`src/rtl/tm_program_loader.sv`:
```
// ---------------------------------------------------------------------------
// tm_program_loader
//
// Drives the Next / Done / input_data interface of a TuringMachine so that a
// host can download a transition table without buttons and switches. Host
// words are queued in a small FIFO. An FSM then presents each word on tm_data:
//   - it holds the word stable for HOLD cycles,
//   - strobes tm_next for one cycle,
//   - waits GAP idle cycles,
//   - and, after the final word of a program, strobes tm_done for one cycle.
//
// Ports
//   clock       in   1  rising-edge clock
//   reset       in   1  asynchronous, active-high reset
//   in_valid    in   1  host word valid
//   in_data     in   6  host word (transition-table entry)
//   in_last     in   1  word is the final entry of a program
//   in_ready    out  1  FIFO can accept a word (not full)
//   tm_data     out  6  word presented to TuringMachine input_data
//   tm_next     out  1  one-cycle strobe to TuringMachine Next
//   tm_done     out  1  one-cycle strobe to TuringMachine Done
//   busy        out  1  FIFO non-empty or FSM not idle
//   words_sent  out  8  tm_next strobes since the last tm_done
//
// Parameters
//   DEPTH  FIFO entries, power of two, 2..16
//   HOLD   cycles tm_data is stable before tm_next rises, 1..15
//   GAP    idle cycles after each tm_next strobe, 1..15
// ---------------------------------------------------------------------------
module tm_program_loader #(
    parameter int DEPTH = 8,
    parameter int HOLD  = 2,
    parameter int GAP   = 2
) (
    input  logic       clock,
    input  logic       reset,
    input  logic       in_valid,
    input  logic [5:0] in_data,
    input  logic       in_last,
    output logic       in_ready,
    output logic [5:0] tm_data,
    output logic       tm_next,
    output logic       tm_done,
    output logic       busy,
    output logic [7:0] words_sent
);

    localparam int AW = (DEPTH > 1) ? $clog2(DEPTH) : 1;
    localparam int CW = AW + 1;

    localparam logic [CW-1:0] FULL_CNT  = CW'(DEPTH);
    localparam logic [CW-1:0] CNT_ONE   = CW'(1);
    localparam logic [CW-1:0] CNT_ZERO  = CW'(0);
    localparam logic [AW-1:0] PTR_ONE   = AW'(1);
    localparam logic [3:0]    HOLD_LAST = 4'(HOLD - 1);
    localparam logic [3:0]    GAP_LAST  = 4'(GAP - 1);

    typedef enum logic [2:0] {
        S_IDLE  = 3'd0,
        S_SETUP = 3'd1,
        S_PULSE = 3'd2,
        S_GAP   = 3'd3,
        S_DONE  = 3'd4
    } state_t;

    // FIFO storage and bookkeeping; each entry is {last, data}
    logic [6:0]    mem_q [DEPTH];
    logic [AW-1:0] wr_ptr_q, wr_ptr_d;
    logic [AW-1:0] rd_ptr_q, rd_ptr_d;
    logic [CW-1:0] count_q, count_d;
    logic          avail_q;
    logic          push_s, pop_s, full_s, empty_s;
    logic [6:0]    head_s;

    // FSM and registered outputs
    state_t        state_q, state_d;
    logic [3:0]    cnt_q, cnt_d;
    logic [5:0]    tm_data_q, tm_data_d;
    logic          last_q, last_d;
    logic          tm_next_q, tm_next_d;
    logic          tm_done_q, tm_done_d;
    logic [7:0]    words_q, words_d;

    assign full_s   = (count_q == FULL_CNT);
    assign empty_s  = (count_q == CNT_ZERO);
    assign in_ready = ~full_s;
    assign push_s   = in_valid & ~full_s;
    assign head_s   = mem_q[rd_ptr_q];

    assign tm_data    = tm_data_q;
    assign tm_next    = tm_next_q;
    assign tm_done    = tm_done_q;
    assign words_sent = words_q;
    assign busy       = ~empty_s | (state_q != S_IDLE);

    // FIFO pointer and occupancy next-state
    always_comb begin
        wr_ptr_d = wr_ptr_q;
        rd_ptr_d = rd_ptr_q;
        count_d  = count_q;
        if (push_s) begin
            wr_ptr_d = wr_ptr_q + PTR_ONE;
        end else begin
            wr_ptr_d = wr_ptr_q;
        end
        if (pop_s) begin
            rd_ptr_d = rd_ptr_q + PTR_ONE;
        end else begin
            rd_ptr_d = rd_ptr_q;
        end
        // A simultaneous push and pop leaves the occupancy unchanged.
        case ({push_s, pop_s})
            2'b10:   count_d = count_q + CNT_ONE;
            2'b01:   count_d = count_q - CNT_ONE;
            default: count_d = count_q;
        endcase
    end

    // FIFO storage write port; contents are don't-care until counted as valid
    always_ff @(posedge clock) begin
        if (push_s) begin
            mem_q[wr_ptr_q] <= {in_last, in_data};
        end
    end

    // FSM next-state, pop request and next values of the registered outputs
    always_comb begin
        state_d   = state_q;
        cnt_d     = cnt_q;
        tm_data_d = tm_data_q;
        last_d    = last_q;
        words_d   = words_q;
        pop_s     = 1'b0;
        case (state_q)
            S_IDLE: begin
                // avail_q lags the occupancy by one cycle, so a word written
                // into an empty FIFO is only popped on the following cycle.
                if (avail_q && !empty_s) begin
                    pop_s     = 1'b1;
                    tm_data_d = head_s[5:0];
                    last_d    = head_s[6];
                    cnt_d     = 4'd0;
                    state_d   = S_SETUP;
                end else begin
                    state_d = S_IDLE;
                end
            end
            S_SETUP: begin
                if (cnt_q == HOLD_LAST) begin
                    cnt_d   = 4'd0;
                    words_d = words_q + 8'd1;
                    state_d = S_PULSE;
                end else begin
                    cnt_d = cnt_q + 4'd1;
                end
            end
            S_PULSE: begin
                cnt_d   = 4'd0;
                state_d = S_GAP;
            end
            S_GAP: begin
                if (cnt_q == GAP_LAST) begin
                    cnt_d   = 4'd0;
                    state_d = last_q ? S_DONE : S_IDLE;
                end else begin
                    cnt_d = cnt_q + 4'd1;
                end
            end
            S_DONE: begin
                // The counter stays visible during the tm_done strobe and
                // clears at the end of it.
                words_d = 8'd0;
                state_d = S_IDLE;
            end
            default: begin
                cnt_d   = 4'd0;
                state_d = S_IDLE;
            end
        endcase
        // Strobes come straight from flops decoded from the next state, so
        // they are glitch-free and can never be high together.
        tm_next_d = (state_d == S_PULSE);
        tm_done_d = (state_d == S_DONE);
    end

    // State, FIFO bookkeeping and output registers
    always_ff @(posedge clock or posedge reset) begin
        if (reset) begin
            state_q   <= S_IDLE;
            wr_ptr_q  <= {AW{1'b0}};
            rd_ptr_q  <= {AW{1'b0}};
            count_q   <= CNT_ZERO;
            avail_q   <= 1'b0;
            cnt_q     <= 4'd0;
            tm_data_q <= 6'd0;
            last_q    <= 1'b0;
            tm_next_q <= 1'b0;
            tm_done_q <= 1'b0;
            words_q   <= 8'd0;
        end else begin
            state_q   <= state_d;
            wr_ptr_q  <= wr_ptr_d;
            rd_ptr_q  <= rd_ptr_d;
            count_q   <= count_d;
            avail_q   <= ~empty_s;
            cnt_q     <= cnt_d;
            tm_data_q <= tm_data_d;
            last_q    <= last_d;
            tm_next_q <= tm_next_d;
            tm_done_q <= tm_done_d;
            words_q   <= words_d;
        end
    end

endmodule

```
`config.mk`:
```
export PLATFORM = sky130hd
export DESIGN_NAME = tm_program_loader
export DESIGN_NICKNAME = d
export VERILOG_FILES = /design/src/rtl/tm_program_loader.sv
export SDC_FILE = /design/constraint.sdc
export NUM_CORES = 1
export LEC_CHECK = 0
export CORE_UTILIZATION = 45
export CTS_CLUSTER_DIAMETER = 120
export DETAILED_ROUTE_END_ITERATION = 8
export PLACE_DENSITY = 0.75
export SKIP_LAST_GASP = 1
export SYNTH_ARGS = -nofsm -noshare
export SYNTH_HDL_FRONTEND = slang
export SYNTH_SLANG_ARGS = --single-unit
```
`constraint.sdc`:
```
create_clock -name clock -period 2.7 [get_ports clock]
set_input_delay 0.54 -clock clock [delete_from_list [all_inputs] [get_ports clock]]
set_output_delay 0.54 -clock clock [all_outputs]
set_load 0.02 [all_outputs]
```
==> results of run 1 <==
-- logic make-up (layout without fill, tap and decap cells) --
logic type | Yosys count | count (layout)
AO/OA/AOI/OAI | 22 | 22
AND/OR/NAND/NOR | 75 | 75
adder cells (fa/ha/maj) | 6 | 6
XOR/XNOR | 17 | 17
multiplexers | 23 | 23
flip-flops | 91 | 91
buffers and inverters | 13 | 58
-- state kept, by name, indices dropped and copies added, names as in the netlist, 3 cells and up --
name,flops
cnt_q,4
count_q,4
mem_q,56
rd_ptr_q,3
state_q,3
tm_data,6
words_sent,8
wr_ptr_q,3
-- stage by stage --
| step | setup WS (ps) | instances |
|---|---|---|
| after floorplan | 209 | 247 |
| after global placement | 171 | 381 |
| after detailed placement | 96.4 | 381 |
| after CTS | 13.1 | 397 |
| after global routing | 1.39 | 397 |
| final | 56.0 | 397 |
-- worst register-to-register path, stage by stage, from the launching register on --
cell and delay [ps]:
dfrtp_2 450, or4b_2 730, nand2_1 210, ha_2 270, xor2_1 90, ha_1 180, a21oi_1 150, xor2_1 180
nor2_1 70, xor2_1 140
-- cells in the final DEF, fill, tap and decap left out, types with 3 or more instances in the layout --
| master | netlist | layout |
|---|---|---|
| edfxtp_1 | 56 | 56 |
| dfrtp_1 | 35 | 33 |
| clkdlybuf4s50_1 | 0 | 25 |
| nand2_1 | 23 | 23 |
| nor2_1 | 16 | 16 |
| mux4_2 | 14 | 14 |
| o21ai_0 | 13 | 13 |
| xnor2_1 | 12 | 12 |
| buf_4 | 0 | 11 |
| clkbuf_8 | 0 | 9 |
| mux2i_1 | 7 | 7 |
| nor3_1 | 6 | 6 |
| nand3_1 | 5 | 5 |
| xor2_1 | 5 | 5 |
| ha_1 | 6 | 5 |
| inv_1 | 4 | 4 |
| nor2_2 | 4 | 4 |
| nand2b_1 | 4 | 4 |
| a21oi_1 | 3 | 3 |
-- cell type report --
| cell class | count | area share, % |
|---|---|---|
| Sequential cell | 91 | 57.5 |
| Clock inverter | 7 | 1.91 |
| Clock buffer | 9 | 2.78 |
| Timing Repair Buffer | 38 | 7.99 |
| Tap cell | 105 | 2.95 |
| Multi-Input combinational cell | 143 | 26.5 |
| Inverter | 4 | 0.337 |
-- cells in the mapped netlist, types with 3 or more instances --
| library cell | instances | share of area [%] |
|---|---|---|
| a21oi_1 | 3 | 0.40 |
| nor3_1 | 6 | 0.79 |
| xnor2_1 | 12 | 2.8 |
| dfrtp_1 | 35 | 23 |
| nor2_2 | 4 | 0.66 |
| inv_1 | 4 | 0.40 |
| o21ai_0 | 13 | 1.7 |
| edfxtp_1 | 56 | 44 |
| nor2_1 | 16 | 1.6 |
| mux2i_1 | 7 | 1.8 |
| ha_1 | 6 | 2.0 |
| nand3_1 | 5 | 0.66 |
| buf_2 | 5 | 0.66 |
| nand2_1 | 23 | 2.3 |
| nand2b_1 | 4 | 0.66 |
| xor2_1 | 5 | 1.2 |
| mux4_2 | 14 | 8.3 |
-- power by group --
part / switching [W] / internal, W / total (W)
logic: 0.000758 / 0.000747 / 0.00151
clock network: 0.000511 / 0.000445 / 0.000956
registers: 0.000295 / 0.00181 / 0.00211
total: 0.00156 / 0.00300 / 0.00457
-- timing repair --
item	in CTS	in global routing
hold buffers	0	0
gates cloned	0	0
buffers inserted	0	0
resized for setup	2	5
setup endpoints to repair	1	3
-- worst max-delay path by stage --
| stage | startpoint | to | slack [ps] | cells after the start |
|---|---|---|---|---|
| final | count_q[0]$_DFFE_PP0P_ | busy | 60 | 3 |
| after global routing | count_q[0]$_DFFE_PP0P_ | count_q[2]$_DFFE_PP0P_ | 1 | 9 |
| after CTS | count_q[1]$_DFFE_PP0P_ | busy | 10 | 3 |
| after detailed placement | count_q[0]$_DFFE_PP0P_ | count_q[2]$_DFFE_PP0P_ | 100 | 9 |
| after global placement | count_q[1]$_DFFE_PP0P_ | busy | 170 | 3 |
| after floorplan | count_q[0]$_DFFE_PP0P_ | count_q[2]$_DFFE_PP0P_ | 210 | 9 |
-- layer usage --
metal / global-route usage [%] / up-vias
li1: - / 990
met1: 19.9 / 1011
met2: 27.9 / 46
met3: 2.91 / 11
met4: 8.33 / 0
met5: 0 / -
==> flow_summary.yaml, run 1 <==
finish:
  n_antenna_cell: 0
  drive_gt1_share_pct: 19.9
  post-route-util_pct: 54.4
  nets: 303
  final_area_um2: 4450
  nFillCells: 665
  multi_input_area_um2: 1180
  synthToLayoutAreaGrowth_pct: 17.3
  seqCellArea_um2: 2560
timing:
  finalCritPeriodShare_pct: 97.9
  hold_violations: 0
  setup_viol: 0
  finalSetupTns_ps: 0
  rsz0062_at_grt: "yes"
  hold_ws_ps: 494
  slew_headroom_pct: 54.6
  clock.fmax_mhz: 378
  clock_skew_ps: 6.44
  worstMarginPinSlew_ps: 681
  drv_slew: 0
  period_needed_ps: 2640
power:
  ir_drop_v: 0.000355
  p_leak_nw: 1.64
  p_per_area_nw_per_um2: 1030
  fin_total_pwr_w: 0.00457
yosys:
  async_flop_share_pct: 38.5
  synth_xor_area_share_pct: 3.93
  synth_compound_area_share_pct: 3.30
  synthMuxAreaShare_pct: 10.8
  synth_ff_type: "edfxtp_1"
  synth_area_um2: 3790
  synth_top_family_by_area: "simple AND/OR/NAND/NOR gates"
  synth_simple_gate_area_share_pct: 11.0
  synth-seq-cells: 91
  yosys.area_share.adder_pct: 1.98
  syn_inst: 247
  synth_edf_count: 56
  yosysSeqAreaShare_pct: 67.4
  synth.avg_cell_area_um2: 15.4
  synth_cell_type_count: 38
  synth_warnings: 0
  mappedNetlistNets: 263
drt:
  wire_per_inst_um: 16.2
  drt-initial-drc-count: 74
  vias: 2058
  highest_layer: "met4"
  wl_met1_um: 2880
  met2WireLength_um: 3200
  vias_per_cell: 5.18
  met3_wirelength_um: 212
  first_pass_iters: 4
  routed_wirelength_um: 6420
  drc: 0
  ant_nets: 0
die:
  fp-row-count: 33
  chipHeight_um: 93.8
  boundaryPins: 28
  die_x_um: 93.8
  coreArea_um2: 8180
  die_area_um2: 8800
  initial_core_util_pct: 46.4
setup_path:
  path_max_fanout: 6
  cp_top_family: "simple AND/OR/NAND/NOR gates"
  worst_setup_path_start_kind: "flip-flop"
  cpPeakStageDelay_ps: 570
  r2r-end: "count_q[2]$_DFFE_PP0P_"
  end_kind: "primary output"
  critPathBufInv: 1
  r2r-start: "count_q[0]$_DFFE_PP0P_"
  cp.arrival_ps: 2100
  cp_cell_sequence: "or4_4 > or4_1 > clkdlybuf4s15_1"
  path_class: "flip-flop to primary output"
  r2r_cells: 9
  reg2reg_slack_ps: 120
  cpMaxStageDelayCell: "or4_4"
  crit_required_ps: 2160
global_route:
  grt_max_degree: 36
  grt_use_total_pct: 16.3
  grt_pass1_vias: 2088
  grt_pass1_wl_um: 10400
  grt_antenna_before_repair: 0
  gr-total-overflow: 0
min_path:
  hold_path_end: "tm_data[0]$_DFFE_PP0P_"
  hold_start: "tm_data[0]$_DFFE_PP0P_"
  holdPathStages: 2
  hp-class: "flip-flop to flip-flop"
clock_tree:
  cts_buffers: 9
  cts_tree: "built"
  clock_sinks: 91
  cts_max_level: 3
  clk_path_buf_depth: 2
  cts-root-buf: "clkbuf_8"
  clock_latency_ps: 360
  path_clk_slew_ps: 90
job:
  drv_cap: 0
place:
  place_congestion: 0.738
  place_area_um2: 4230
  io_buffer_count: 27
  place_hpwl_um: 4230
status:
  status: "finished clean"
(Power assumes the default switching activity.)
==> inputs of run 2 (changes only) <==
--- a/config.mk
+++ b/config.mk
@@ -5,10 +5,11 @@
 export SDC_FILE = /design/constraint.sdc
 export NUM_CORES = 1
 export LEC_CHECK = 0
-export CORE_UTILIZATION = 45
+export ABC_AREA = 1
+export CORE_UTILIZATION = 33
 export CTS_CLUSTER_DIAMETER = 120
 export DETAILED_ROUTE_END_ITERATION = 8
-export PLACE_DENSITY = 0.75
+export PLACE_DENSITY = 0.61
 export SKIP_LAST_GASP = 1
 export SYNTH_ARGS = -nofsm -noshare
 export SYNTH_HDL_FRONTEND = slang
==> run 2 against run 1 <==
Largest cell class unchanged. Wire length up 18%. Critical path type unchanged. Combinational power increased by 23%. Hold slack better by 0.93 ps. The flow now finishes with violations (design-rule violations). Worst setup slack improved by 210 ps. Sequential share of layout area is 3.7 points lower. Highest routed layer unchanged.
==> flow_summary.yaml, run 2 <==
status:
  status: "complete, but fails checks"
  violations: "design-rule violations"
clock_tree:
  cts_tree: "built"
  clock_latency_ps: 340
  cts_max_level: 3
  cts_buffers: 9
  path_clk_slew_ps: 70
  cts_resized: 0
  clk_path_buf_depth: 2
  cts_setup_buffers: 0
  cts-root-buf: "clkbuf_16"
  clock_sinks: 91
  hold_buffers: 0
finish:
  final_common_cell: "nor2_1"
  final_cell_mix: "nor2_1, nand2_1, edfxtp_1"
  final_area_um2: 4750
  drive_gt1_share_pct: 8.80
  largest_reg_flops: 56
  synthToLayoutAreaGrowth_pct: 19.5
  post-route-util_pct: 41.1
  nFillCells: 1099
  largest-register: "mem_q"
  nets: 454
  n_antenna_cell: 0
die:
  coreArea_um2: 11600
  initial_core_util_pct: 34.4
  fp-row-count: 39
  die_x_um: 112
  die_area_um2: 12500
  boundaryPins: 28
  chipHeight_um: 112
yosys:
  yosysSeqAreaShare_pct: 64.3
  synth_top_area_share_pct: 42.3
  synth_ff_type: "edfxtp_1"
  async_flop_share_pct: 38.5
  mappedNetlistNets: 414
  synth_area_leader_cell: "edfxtp_1"
  synth.avg_cell_area_um2: 10.0
  synth.area.top_cells: "edfxtp_1, dfrtp_1, nor2_1"
  syn_inst: 398
  synth_edf_count: 56
  synth-seq-cells: 91
  synth_cell_type_count: 28
  synth_warnings: 0
  synth_area_um2: 3980
  synth.most_common_cell: "nor2_1"
  ys_top_cells_by_count: "nor2_1, nand2_1, edfxtp_1"
drt:
  routed_wirelength_um: 7580
  vias: 2753
  drt-initial-drc-count: 254
  first_pass_iters: 7
  wire_per_inst_um: 12.9
  drc: 3
  ant_nets: 0
  vias_per_cell: 4.70
timing:
  rsz0062_at_grt: "no"
  setup_viol: 0
  finalCritPeriodShare_pct: 90.0
  finalSetupTns_ps: 0
  drv_slew: 0
  clock_skew_ps: 10.3
  period_needed_ps: 2430
  clock.fmax_mhz: 412
  slew_headroom_pct: 50.4
  worstMarginPinSlew_ps: 744
  hold_violations: 0
power:
  p_per_area_nw_per_um2: 1070
  ir_drop_v: 0.000455
  p_leak_nw: 1.97
min_path:
  holdPathStages: 2
  hp-class: "flip-flop to flip-flop"
  hold_start: "tm_data[5]$_DFFE_PP0P_"
place:
  place_hpwl_um: 5180
  place_congestion: 0.763
  io_buffer_count: 27
  place_area_um2: 4460
global_route:
  grt_max_degree: 36
  grt_pass1_vias: 2799
  grt_use_total_pct: 13.4
  gr-total-overflow: 0
  grt_pass1_wl_um: 13400
  grt_antenna_before_repair: 0
setup_path:
  r2r_cells: 12
  cp.arrival_ps: 1890
  startpoint: "count_q[1]$_DFFE_PP0P_"
  worst_setup_path_start_kind: "flip-flop"
  crit_required_ps: 2160
  path_class: "flip-flop to primary output"
  end_kind: "primary output"
  r2r-start: "count_q[1]$_DFFE_PP0P_"
  path_max_fanout: 5
job:
  drv_cap: 0
run 2: power by group:
part           switching [W]  internal [W]
sequential          0.000227       0.00180
combinational        0.00116      0.000694
clock               0.000568      0.000650
run 2: cell type report:
cell class | instances | area (um^2) | share of cell area [%]
timing repair buffer | 39 | 360 | 7.58
clock inverter | 7 | 67.6 | 1.42
sequential | 91 | 2560 | 53.8
inverter | 31 | 116 | 2.45
tap | 143 | 179 | 3.76
clock buffer | 9 | 225 | 4.74
multi-input combinational | 266 | 1250 | 26.3
run 2: routing by layer:
metal	vias to the layer above	GRT usage (%)	routed length (um)
met4	0	4.86	92
met3	9	3.05	301
met5	-	0	0
met1	1290	17.4	3560
met2	56	21.9	3630
li1	1398	-	-
run 2: logic make-up (layout without fill, tap and decap cells):
kind of cell,Yosys count,in the layout,share of synthesized area [%]
xor gates and xnor gates,6,6,1.32
and+or+nand+nor,211,211,22.5
AOI/OAI and AO/OA,43,43,5.63
DFF,91,91,64.3
buffers and inverters,41,86,4.34
adders and majority gates,6,6,1.89
run 2: per-stage QoR:
stage          cells  hold WS [ps]  setup slack (ps)  total power [W]
4_1_cts          586           502               265          0.00516
6_report         586           495               271          0.00510
3_3_place_gp     570           471               332          0.00388
5_1_grt          586           532               175          0.00551
2_1_floorplan    398           449               633          0.00335
3_5_place_dp     570           484               229          0.00392
run 2: final timing paths:
kind                            slack [ps]                endpoint
min in group asynchronous              620  count_q[1]$_DFFE_PP0P_
worst min register to register         490  tm_data[5]$_DFFE_PP0P_
worst max register to register         570  count_q[2]$_DFFE_PP0P_
worst min-delay path                   490  tm_data[5]$_DFFE_PP0P_
max in group asynchronous             1760  tm_data[2]$_DFFE_PP0P_
worst max-delay path                   270                    busy
run 2: critical path, cell delays in order (launching register included):
cell,delay (ps)
dfrtp_1,430
nor2_1,140
nand2_1,90
nor2_2,220
nand2_1,110
clkdlybuf4s50_1,550
==> inputs of run 3 (changes only) <==
--- a/config.mk
+++ b/config.mk
@@ -6,9 +6,11 @@
 export NUM_CORES = 1
 export LEC_CHECK = 0
 export ABC_AREA = 1
+export ABC_CLOCK_PERIOD_IN_PS = 2700
 export CORE_UTILIZATION = 33
 export CTS_CLUSTER_DIAMETER = 120
 export DETAILED_ROUTE_END_ITERATION = 8
+export GPL_TIMING_DRIVEN = 0
 export PLACE_DENSITY = 0.61
 export SKIP_LAST_GASP = 1
 export SYNTH_ARGS = -nofsm -noshare
==> run 3 against run 2 <==
The run still ends with design-rule violations left. Worst setup slack better by 24 ps. Global-route usage is 0.36 points higher. Sequential share of layout area is 0.37 points higher. Critical endpoint unchanged. Highest routed layer unchanged.
==> flow_summary.yaml, run 3 (synthesis gave the netlist of run 2 again) <==
global_route:
  grt_pass1_wl_um: 13400
  grt_max_degree: 36
  grt_antenna_before_repair: 0
  grt_pass1_vias: 2741
  grt_use_total_pct: 13.8
  gr-total-overflow: 0
timing:
  hold_ws_ps: 491
  worstMarginPinSlew_ps: 794
  finalSetupTns_ps: 0
  clock.fmax_mhz: 416
  hold_violations: 0
  setup_viol: 0
  drv_slew: 0
  finalCritPeriodShare_pct: 89.1
  rsz0062_at_grt: "no"
  period_needed_ps: 2400
  slew_headroom_pct: 46.8
  clock_skew_ps: 7.38
setup_path:
  end_kind: "primary output"
  startpoint: "count_q[0]$_DFFE_PP0P_"
  path_max_fanout: 4
  critPathBufInv: 1
  r2r-start: "count_q[0]$_DFFE_PP0P_"
  cp.arrival_ps: 1860
  worst_setup_path_start_kind: "flip-flop"
  crit_path_frequent_cell: "nand2_1"
  path_class: "flip-flop to primary output"
  cp_top_family: "simple AND/OR/NAND/NOR gates"
  cpMaxStageDelayCell: "clkdlybuf4s50_1"
  cpPeakStageDelay_ps: 550
  crit_required_ps: 2160
  cp_cell_sequence: "nor2_1 > nand2_1 > nor2_2 > nand2_1 > clkdlybuf4s50_1"
place:
  io_buffer_count: 27
  place_congestion: 0.793
  place_hpwl_um: 5520
clock_tree:
  cts_buffers: 9
  cts-root-buf: "clkbuf_16"
  clock_latency_ps: 340
  path_clk_slew_ps: 70
  clk_path_buf_depth: 2
  cts_resized: 0
  clock_sinks: 91
  cts_setup_buffers: 0
  cts_tree: "built"
  cts_max_level: 3
  hold_buffers: 0
die:
  die_area_um2: 12500
  fp-row-count: 39
  initial_core_util_pct: 34.4
  coreArea_um2: 11600
  die_x_um: 112
  chipHeight_um: 112
  boundaryPins: 28
drt:
  vias: 2799
  drt-initial-drc-count: 146
  routed_wirelength_um: 7860
  wire_per_inst_um: 13.5
  vias_per_cell: 4.79
  ant_nets: 0
  drc: 3
  first_pass_iters: 6
power:
  ir_drop_v: 0.000484
  p_leak_nw: 1.93
  p_per_area_nw_per_um2: 1090
finish:
  synthToLayoutAreaGrowth_pct: 18.7
  nets: 452
  final_cell_mix: "nor2_1, nand2_1, edfxtp_1"
  largest_reg_flops: 56
  final_common_cell: "nor2_1"
  drive_gt1_share_pct: 7.71
  largest-register: "mem_q"
  n_antenna_cell: 0
min_path:
  hp-class: "flip-flop to flip-flop"
  hold_start: "tm_data[4]$_DFFE_PP0P_"
status:
  status: "complete, but fails checks"
  violations: "design-rule violations"
job:
  drv_cap: 0
[run 3: worst paths after layout]
check	slack, ps	to	cells after the start
min reg2reg	490	tm_data[4]$_DFFE_PP0P_	2
max reg2reg	410	count_q[2]$_DFFE_PP0P_	13
max	300	busy	5
min in group asynchronous	650	wr_ptr_q[1]$_DFFE_PP0P_	2
min	490	tm_data[4]$_DFFE_PP0P_	2
max in group asynchronous	1570	cnt_q[2]$_DFFE_PP0P_	2
[run 3: metrics by stage]
step | cell area [um^2] | util [%] | cells | setup slack [ps] | total power (W)
after CTS | 4720 | 40.8 | 584 | 270 | 0.00520
after detailed placement | 4430 | 38.3 | 568 | 171 | 0.00398
after floorplan | 3980 | - | 398 | 633 | 0.00335
after global placement | 4430 | 38.3 | 568 | 226 | 0.00392
final | 4720 | 40.8 | 584 | 295 | 0.00514
after global routing | 4720 | 40.8 | 584 | 180 | 0.00551
[run 3: final cells by class]
type | instances | area (um^2)
plain buffers | 10 | 56.3
clock buffers | 9 | 225
clock inverters | 7 | 68.8
fillers | 1122 | 6840
inverters | 31 | 116
multi-input cells | 266 | 1250
flip-flops and latches | 91 | 2560
well taps | 143 | 179
repair buffers | 27 | 270
[run 3: power breakdown]
| group | switching, W | leakage (nW) | internal, W |
|---|---|---|---|
| clock | 0.000565 | 0.138 | 0.000648 |
| combinational | 0.00122 | 0.844 | 0.000700 |
| sequential | 0.000211 | 0.950 | 0.00181 |
[run 3: tightest hold or removal path, stage by stage (launching register included)]
cell	delay, ps
dfrtp_1	350
nand2_1	60
nand2_1	50
[run 3: metal layers]
metal / part of all wire (%) / track usage (%) / vias up
li1: - / - / 1394
met4: 1.7 / 4.95 / 0
met3: 4.3 / 2.99 / 10
met1: 46 / 17.8 / 1330
met5: 0 / 0 / -
met2: 48 / 22.8 / 65
